[src/rtl/cory_pack.sv]
// cory_pack: packs up to M narrow N-bit beats into one M*N-bit word with beat count and last flag.
// Optional idle flush of a partial word is enabled with `define CORY_PACK_TIMEOUT_EN (parameter T).
module cory_pack #(
    parameter int N  = 8,
    parameter int M  = 4,
    parameter int CW = 3
`ifdef CORY_PACK_TIMEOUT_EN
    ,
    parameter int T  = 16
`endif
) (
    input  logic            clk,
    input  logic            reset_n,
    input  logic            i_a_v,
    input  logic [N-1:0]    i_a_d,
    input  logic            i_a_last,
    output logic            o_a_r,
    output logic            o_z_v,
    output logic [M*N-1:0]  o_z_d,
    output logic [CW-1:0]   o_z_cnt,
    output logic            o_z_last,
    input  logic            i_z_r
);

    logic [M*N-1:0] acc_q, acc_d;
    logic [CW-1:0]  cnt_q, cnt_d;
    logic           z_v_q, z_v_d;
    logic [M*N-1:0] z_d_q, z_d_d;
    logic [CW-1:0]  z_cnt_q, z_cnt_d;
    logic           z_last_q, z_last_d;

    logic           completing;
    logic           out_free;
    logic           accept;
    logic           flush;
    logic [M*N-1:0] merged;

    assign completing = i_a_last | (cnt_q == CW'(M - 1));
    assign out_free   = ~z_v_q | i_z_r;
    assign o_a_r      = i_a_v & (~completing | out_free) & ~flush;
    assign accept     = i_a_v & o_a_r;

`ifdef CORY_PACK_TIMEOUT_EN
    localparam int IW = $clog2(T + 1);
    logic [IW-1:0] idle_q, idle_d;

    // Counter saturates at T so a blocked flush fires as soon as the output frees up.
    assign flush = (idle_q == IW'(T)) & (cnt_q != '0) & out_free;

    always_comb begin
        idle_d = idle_q;
        if (accept || flush || cnt_q == '0) begin
            idle_d = '0;
        end else if (idle_q != IW'(T)) begin
            idle_d = idle_q + 1'b1;
        end
    end

    always_ff @(posedge clk or negedge reset_n) begin
        if (!reset_n) begin
            idle_q <= '0;
        end else begin
            idle_q <= idle_d;
        end
    end
`else
    assign flush = 1'b0;
`endif

    always_comb begin
        merged = '0;
        for (int unsigned k = 0; k < M; k++) begin
            if (CW'(k) < cnt_q) begin
                merged[k*N +: N] = acc_q[k*N +: N];
            end else if (CW'(k) == cnt_q) begin
                merged[k*N +: N] = i_a_d;
            end
        end
    end

    always_comb begin
        acc_d    = acc_q;
        cnt_d    = cnt_q;
        z_v_d    = z_v_q;
        z_d_d    = z_d_q;
        z_cnt_d  = z_cnt_q;
        z_last_d = z_last_q;
        if (z_v_q && i_z_r) begin
            z_v_d = 1'b0;
        end
        if (flush) begin
            z_v_d    = 1'b1;
            z_d_d    = acc_q;
            z_cnt_d  = cnt_q;
            z_last_d = 1'b0;
            cnt_d    = '0;
            acc_d    = '0;
        end else if (accept) begin
            if (completing) begin
                z_v_d    = 1'b1;
                z_d_d    = merged;
                z_cnt_d  = cnt_q + 1'b1;
                z_last_d = i_a_last;
                cnt_d    = '0;
                acc_d    = '0;
            end else begin
                acc_d[cnt_q*N +: N] = i_a_d;
                cnt_d               = cnt_q + 1'b1;
            end
        end
    end

    always_ff @(posedge clk or negedge reset_n) begin
        if (!reset_n) begin
            acc_q    <= '0;
            cnt_q    <= '0;
            z_v_q    <= 1'b0;
            z_d_q    <= '0;
            z_cnt_q  <= '0;
            z_last_q <= 1'b0;
        end else begin
            acc_q    <= acc_d;
            cnt_q    <= cnt_d;
            z_v_q    <= z_v_d;
            z_d_q    <= z_d_d;
            z_cnt_q  <= z_cnt_d;
            z_last_q <= z_last_d;
        end
    end

    assign o_z_v    = z_v_q;
    assign o_z_d    = z_d_q;
    assign o_z_cnt  = z_cnt_q;
    assign o_z_last = z_last_q;

endmodule

[config.mk]
export PLATFORM = sky130hd
export DESIGN_NAME = cory_pack
export DESIGN_NICKNAME = d
export VERILOG_FILES = /design/src/rtl/cory_pack.sv
export SDC_FILE = /design/constraint.sdc
export NUM_CORES = 1
export LEC_CHECK = 0
export CAP_MARGIN = 40
export CORE_MARGIN = 1.5
export CORE_UTILIZATION = 50
export DETAILED_ROUTE_END_ITERATION = 8
export PLACE_DENSITY = 0.75
export SKIP_CTS_REPAIR_TIMING = 1
export SLEW_MARGIN = 25
export SYNTH_ARGS = -nofsm -noshare
export SYNTH_HDL_FRONTEND = slang
export SYNTH_SLANG_ARGS = --single-unit
[constraint.sdc]
create_clock -name clk -period 3.3 [get_ports clk]
set_clock_uncertainty 0.2 [all_clocks]
set_input_delay 0.825 -clock clk [delete_from_list [all_inputs] [get_ports clk]]
set_output_delay 0.825 -clock clk [all_outputs]
set_load 0.01 [all_outputs]
==> results of run 1 <==
## metrics by stage
step | hold WS [ps] | setup slack, ps | util (%) | cell area [sq um] | power [W]
floorplan | 265 | 703 | - | 3170 | 0.00144
global placement | 261 | 64.5 | 63.3 | 3810 | 0.00175
detailed placement | 270 | 29.4 | 63.3 | 3810 | 0.00177
CTS | 286 | 19.6 | 66.3 | 3990 | 0.00243
global route | 307 | 288 | 66.3 | 4000 | 0.00256
finish | 275 | 414 | 66.3 | 4000 | 0.00242
## report_power, final
part | internal [W] | total (W) | switching (W)
clock network | 0.000346 | 0.000660 | 0.000314
registers | 0.00101 | 0.00110 | 0.0000877
logic | 0.000308 | 0.000661 | 0.000354
## critical path: cells and delay by family
kind          cells  cell delay (ps)
buf+inv           2              560
simple gates      3              470
## area by class of cell
cell class / count / area, sq um / share of cell area (%)
Sequential cell: 72 / 1800 / 45.1
Multi-Input combinational cell: 219 / 1290 / 32.3
Timing Repair Buffer: 64 / 616 / 15.4
Clock buffer: 12 / 135 / 3.38
Tap cell: 75 / 93.8 / 2.35
Clock inverter: 4 / 45.0 / 1.13
Inverter: 4 / 15.0 / 0.376
## synth_stat cells (all sizes together), types with 8 or more instances
cell	count	area share (%)
dfrtp	72	57
nand2	57	6.8
o21ai	47	7.4
a22o	24	6.6
a21oi	17	2.7
and3	16	3.2
nor2b	9	1.8
a22oi	8	1.9
a31oi	8	1.6
buf	8	1.3
clkbuf	8	0.95
## per-layer routing
layer | vias up | share of wire [%]
li1 | 1239 | -
met1 | 1178 | 49
met2 | 74 | 44
met3 | 9 | 5.5
met4 | 0 | 1.4
met5 | - | 0
## worst paths after layout
check | to | slack, ps
hold / removal | o_z_d[21]$_DFFE_PN0P_ | 280
max in group asynchronous | o_z_d[6]$_DFFE_PN0P_ | 1960
hold reg to reg | o_z_d[9]$_DFFE_PN0P_ | 280
min in group clk | o_z_d[9]$_DFFE_PN0P_ | 280
setup / recovery | o_a_r | 410
setup reg to reg | acc_q[9]$_DFFE_PN0P_ | 580
## sequential cells by signal (all words and copies together) (netlist names)
register,count
acc_q,32
o_z_d,32
cnt_q,3
o_z_cnt,3
o_z_last,1
o_z_v,1
## logic make-up after synthesis
logic type | after synthesis | synth area share [%]
AO/OA/AOI/OAI | 109 | 21.7
XOR/XNOR | 1 | 0.277
adder cells (fa/ha/maj) | 4 | 1.58
buffers and inverters | 20 | 2.69
flip-flops | 72 | 56.9
multiplexers | 1 | 0.316
AND/OR/NAND/NOR | 104 | 16.6
==> impl_metrics.toml, run 1 <==
[routing]
dr.first_iter.drc_count = 175
post-route-drc-count = 0
route.antenna.remaining_nets = 0
dr.pass1.iters = 4
vias = 2500
drt_wl_total_um = 7260
detail_route.vias_per_cell = 5.56
drt-wirelength-per-cell_um = 16.1

[power_and_ir_drop]
pwr_density_cell_nw_per_um2 = 605
static-leakage-power_nw = 1.79
power.ir.vdd_worst_v = 0.000349

[grt]
maximum_number_of_pins_on_one_net_before_global_route_repair = 48
grt_util_met2_pct = 34.7
initial_antenna_violation_count = 0
grt_remaining_overflow = 0
vias_in_the_first_global_route = 2387
grt_util_met3_pct = 5.38
grt_usage_pct = 24.3
global_route_wire_length_before_repair_um = 12200
grtUsageMet1_pct = 36.1
global_route.peak_usage_layer = "met1"

[clocking]
clkLatencyLatePin_ps = 340
clk_pin_slew_worst_paths_ps = 70
cts_inserted_buffers = 9
clock_tree.root_cell = "clkbuf_8"
clock_path_buffers = 2
cts_max_level = 3
cts_tree = "done"
clock_sinks = 72

[flow_run]
drv.max_cap_violation_count = 0

[final_layout]
proportion_of_layout_cells_with_a_drive_suffix_above_1_pct = 8.80
final_cell_mix = "dfrtp_1 (72), nand2_1 (57), clkdlybuf4s50_1 (48)"
area.growth.synth_to_final_pct = 26.2
insertedDiodeCount = 0
finalNonFillerCells = 450
layout_commonest_cell = "dfrtp_1"
n_fill_cell = 495
final_net_count = 387

[synth]
seq_area_frac_synth_pct = 56.9
edff_count_synth = 0
synthesis.nets = 328
ys_seq_elements = 72
netlist_instances = 311
yosys.cell_types.count = 31
fraction_of_registers_with_async_set_reset_pct = 100
yosysWarningCount = 0
synth.avg_cell_area_sq_um = 10.2
synthesis.area_sq_um = 3170
synth-main-ff-cell = "dfrtp_1"

[critical_path]
ff2ff_path_depth = 6
slowest_stage = "clkdlybuf4s50_1"
data_arrival_time_of_the_critical_path_ps = 1860
timing.setup.critical_path_class = "in2out"
launch_point_of_the_worst_reg_to_reg_path = "cnt_q[2]$_DFFE_PN0P_"
crit_required_ps = 2270
worst_setup_path_startpoint = "i_a_last"
biggest_cell_delay_along_the_critical_path_ps = 410
critical_path.cell_chain = "clkdlybuf4s50_1 > nand2b_1 > or2_1 > nand2_1 > dlymetal6s2s_1"
cp-start-kind = "primary input"
critical_path.max_fanout = 2
endpoint_kind = "output port"

[die]
floorplan.initialDensity_pct = 52.6
top_level_ports = 51
placement_rows = 28
dieArea_sq_um = 6820
die_h_um = 82.6
floorplan.core_area_sq_um = 6030
die_width_um = 82.6

[sta]
hold_violations = 0
aggregate_negative_setup_slack_ps = 0
post-route-period-util_pct = 87.4
setup_repair_after_global_routing_missed_its_margin = "no"
tightestPinTransition_ps = 628
final_number_of_setup_violating_endpoints = 0
period_needed_ps = 2890
report.final.slew_viol_count = 0
fmax_achieved_mhz = 347
maxSlewHeadroom_pct = 57.9

[placement]
numPlacedInstances = 434
place_congestion = 0.859
port_bufs = 50
detailedPlacementHpwl_um = 4860

[hold_path]
hold_class = "in2async"

[outcome]
outcome = "complete, no violations"
No activity file was read; power rests on OpenSTA's default activity.
==> inputs of run 2 (changes only) <==
--- a/config.mk
+++ b/config.mk
@@ -7,9 +7,9 @@
 export LEC_CHECK = 0
 export CAP_MARGIN = 40
 export CORE_MARGIN = 1.5
-export CORE_UTILIZATION = 50
+export CORE_UTILIZATION = 48
 export DETAILED_ROUTE_END_ITERATION = 8
-export PLACE_DENSITY = 0.75
+export PLACE_DENSITY = 0.76
 export SKIP_CTS_REPAIR_TIMING = 1
 export SLEW_MARGIN = 25
 export SYNTH_ARGS = -nofsm -noshare
==> constraint.sdc (replaced) <==
create_clock -name clk -period 2.6 [get_ports clk]
set_clock_uncertainty 0.2 [all_clocks]
set_input_delay 0.65 -clock clk [delete_from_list [all_inputs] [get_ports clk]]
set_output_delay 0.65 -clock clk [all_outputs]
set_load 0.01 [all_outputs]
==> impl_metrics.toml, run 2 (synthesis results as in run 1) <==
[outcome]
outcome = "complete, no violations"

[hold_path]
hold_class = "in2async"

[power_and_ir_drop]
power.ir.vdd_worst_v = 0.000386
seqPwrFrac_pct = 43.6
power_switching_share_pct = 31.5
combPwrFrac_pct = 29.0
net_switching_power_w = 0.000984
power_report.internal_total_w = 0.00214
static-leakage-power_nw = 1.84
pwr_density_cell_nw_per_um2 = 763
clkPwrFrac_pct = 27.3

[grt]
initial_antenna_violation_count = 0
vias_in_the_first_global_route = 2479
maximum_number_of_pins_on_one_net_before_global_route_repair = 57
grt_remaining_overflow = 0
global_route_wire_length_before_repair_um = 12500
grt_usage_pct = 22.5

[critical_path]
timing.critical_path.to = "o_a_r"
ff2ff_path_depth = 8
crit_required_ps = 1750
critical_path.max_fanout = 2
data_arrival_time_of_the_critical_path_ps = 1660
cp-start-kind = "primary input"
launch_point_of_the_worst_reg_to_reg_path = "cnt_q[1]$_DFFE_PN0P_"
timing.setup.critical_path_class = "in2out"
worst_setup_path_startpoint = "i_a_last"
endpoint_kind = "output port"
r2r-end = "acc_q[8]$_DFFE_PN0P_"
worst_reg_to_reg_setup_slack_ps = 330

[routing]
drt_wl_total_um = 7410
post-route-drc-count = 0
vias = 2604
route.antenna.remaining_nets = 0
dr.first_iter.drc_count = 184
dr.pass1.iters = 5
detail_route.vias_per_cell = 5.65
drt-wirelength-per-cell_um = 16.1

[final_layout]
proportion_of_layout_cells_with_a_drive_suffix_above_1_pct = 11.7
finalNonFillerCells = 461
final_cell_mix = "dfrtp_1 (72), nand2_1 (57), clkdlybuf4s50_1 (48)"
insertedDiodeCount = 0
area.growth.synth_to_final_pct = 29.4
post-route-util_pct = 64.5
final_net_count = 396
n_fill_cell = 529
layout_commonest_cell = "dfrtp_1"

[clocking]
clock_path_buffers = 2
cts_inserted_buffers = 9
clock_sinks = 72
cts_max_level = 3
cts_tree = "done"
clkLatencyLatePin_ps = 350
clk_pin_slew_worst_paths_ps = 80
clock_tree.root_cell = "clkbuf_8"

[sta]
setup_repair_after_global_routing_missed_its_margin = "no"
fmax_achieved_mhz = 399
period_needed_ps = 2510
tightestPinTransition_ps = 571
hold_violations = 0
post-route-period-util_pct = 96.4
maxSlewHeadroom_pct = 61.7
report.final.slew_viol_count = 0
final_number_of_setup_violating_endpoints = 0
worst_hold_slack_ps = 16.6

[die]
top_level_ports = 51
floorplan.core_area_sq_um = 6350
die_width_um = 84.2
die_h_um = 84.2
dieArea_sq_um = 7090
floorplan.initialDensity_pct = 49.9
placement_rows = 29

[placement]
port_bufs = 50
place_congestion = 0.842
numPlacedInstances = 445
detailedPlacementHpwl_um = 4930

[flow_run]
drv.max_cap_violation_count = 0
## run 2: routing by layer
layer / up-vias / share of wire, % / global-route usage (%)
met5: - / 0 / 0
li1: 1254 / - / -
met3: 9 / 6.6 / 5.90
met1: 1262 / 45 / 32.9
met4: 0 / 1.3 / 8.49
met2: 79 / 47 / 32.5
## run 2: area by class of cell
type	count	area (sq um)	share of cell area [%]
clock buffer	10	128	3.12
tap	77	96.3	2.35
inverter	4	15.0	0.367
clock inverter	6	60.1	1.47
timing repair buffer	73	707	17.3
multi-input combinational	219	1290	31.5
sequential	72	1800	44.0
## run 2: stage by stage
stage	worst slack [ps]	cell area (sq um)	total power (W)	setup TNS, ps
final	93.9	4100	0.00312	0
after global routing	2.64	4100	0.00330	0
after CTS	-326	4100	0.00314	-326
after detailed placement	-316	3910	0.00229	-316
after global placement	-290	3910	0.00227	-290
after floorplan	353	3170	0.00183	0
## run 2: how the worst min path moves through the flow
stage	cells past startpoint	start	slack, ps	to
floorplan	0	reset_n	150	acc_q[0]$_DFFE_PN0P_
global placement	2	o_z_d[20]$_DFFE_PN0P_	260	o_z_d[20]$_DFFE_PN0P_
detailed placement	2	o_z_d[17]$_DFFE_PN0P_	270	o_z_d[17]$_DFFE_PN0P_
CTS	1	reset_n	30	o_z_d[10]$_DFFE_PN0P_
global route	1	reset_n	40	o_z_d[10]$_DFFE_PN0P_
finish	1	reset_n	20	o_z_d[11]$_DFFE_PN0P_
## run 2: critical path: stages
cell             delay (ps)
clkdlybuf4s50_1         410
nand2b_1                160
or2_1                   230
nand2_1                 100
buf_6                   110
## run 2: power by group through the flow
stage | logic (W) | registers (W) | clock network [W]
2_1_floorplan | 0.000397 | 0.00143 | 0
3_3_place_gp | 0.000885 | 0.00138 | 0
3_5_place_dp | 0.000902 | 0.00138 | 0
4_1_cts | 0.000910 | 0.00136 | 0.000864
5_1_grt | 0.00100 | 0.00138 | 0.000919
6_report | 0.000907 | 0.00136 | 0.000855
==> inputs of run 3 (changes only) <==
--- a/config.mk
+++ b/config.mk
@@ -5,7 +5,6 @@
 export SDC_FILE = /design/constraint.sdc
 export NUM_CORES = 1
 export LEC_CHECK = 0
-export CAP_MARGIN = 40
 export CORE_MARGIN = 1.5
 export CORE_UTILIZATION = 48
 export DETAILED_ROUTE_END_ITERATION = 8
==> results of run 3 <==
No change in the layout: final DEF, timing and power equal those of run 2.
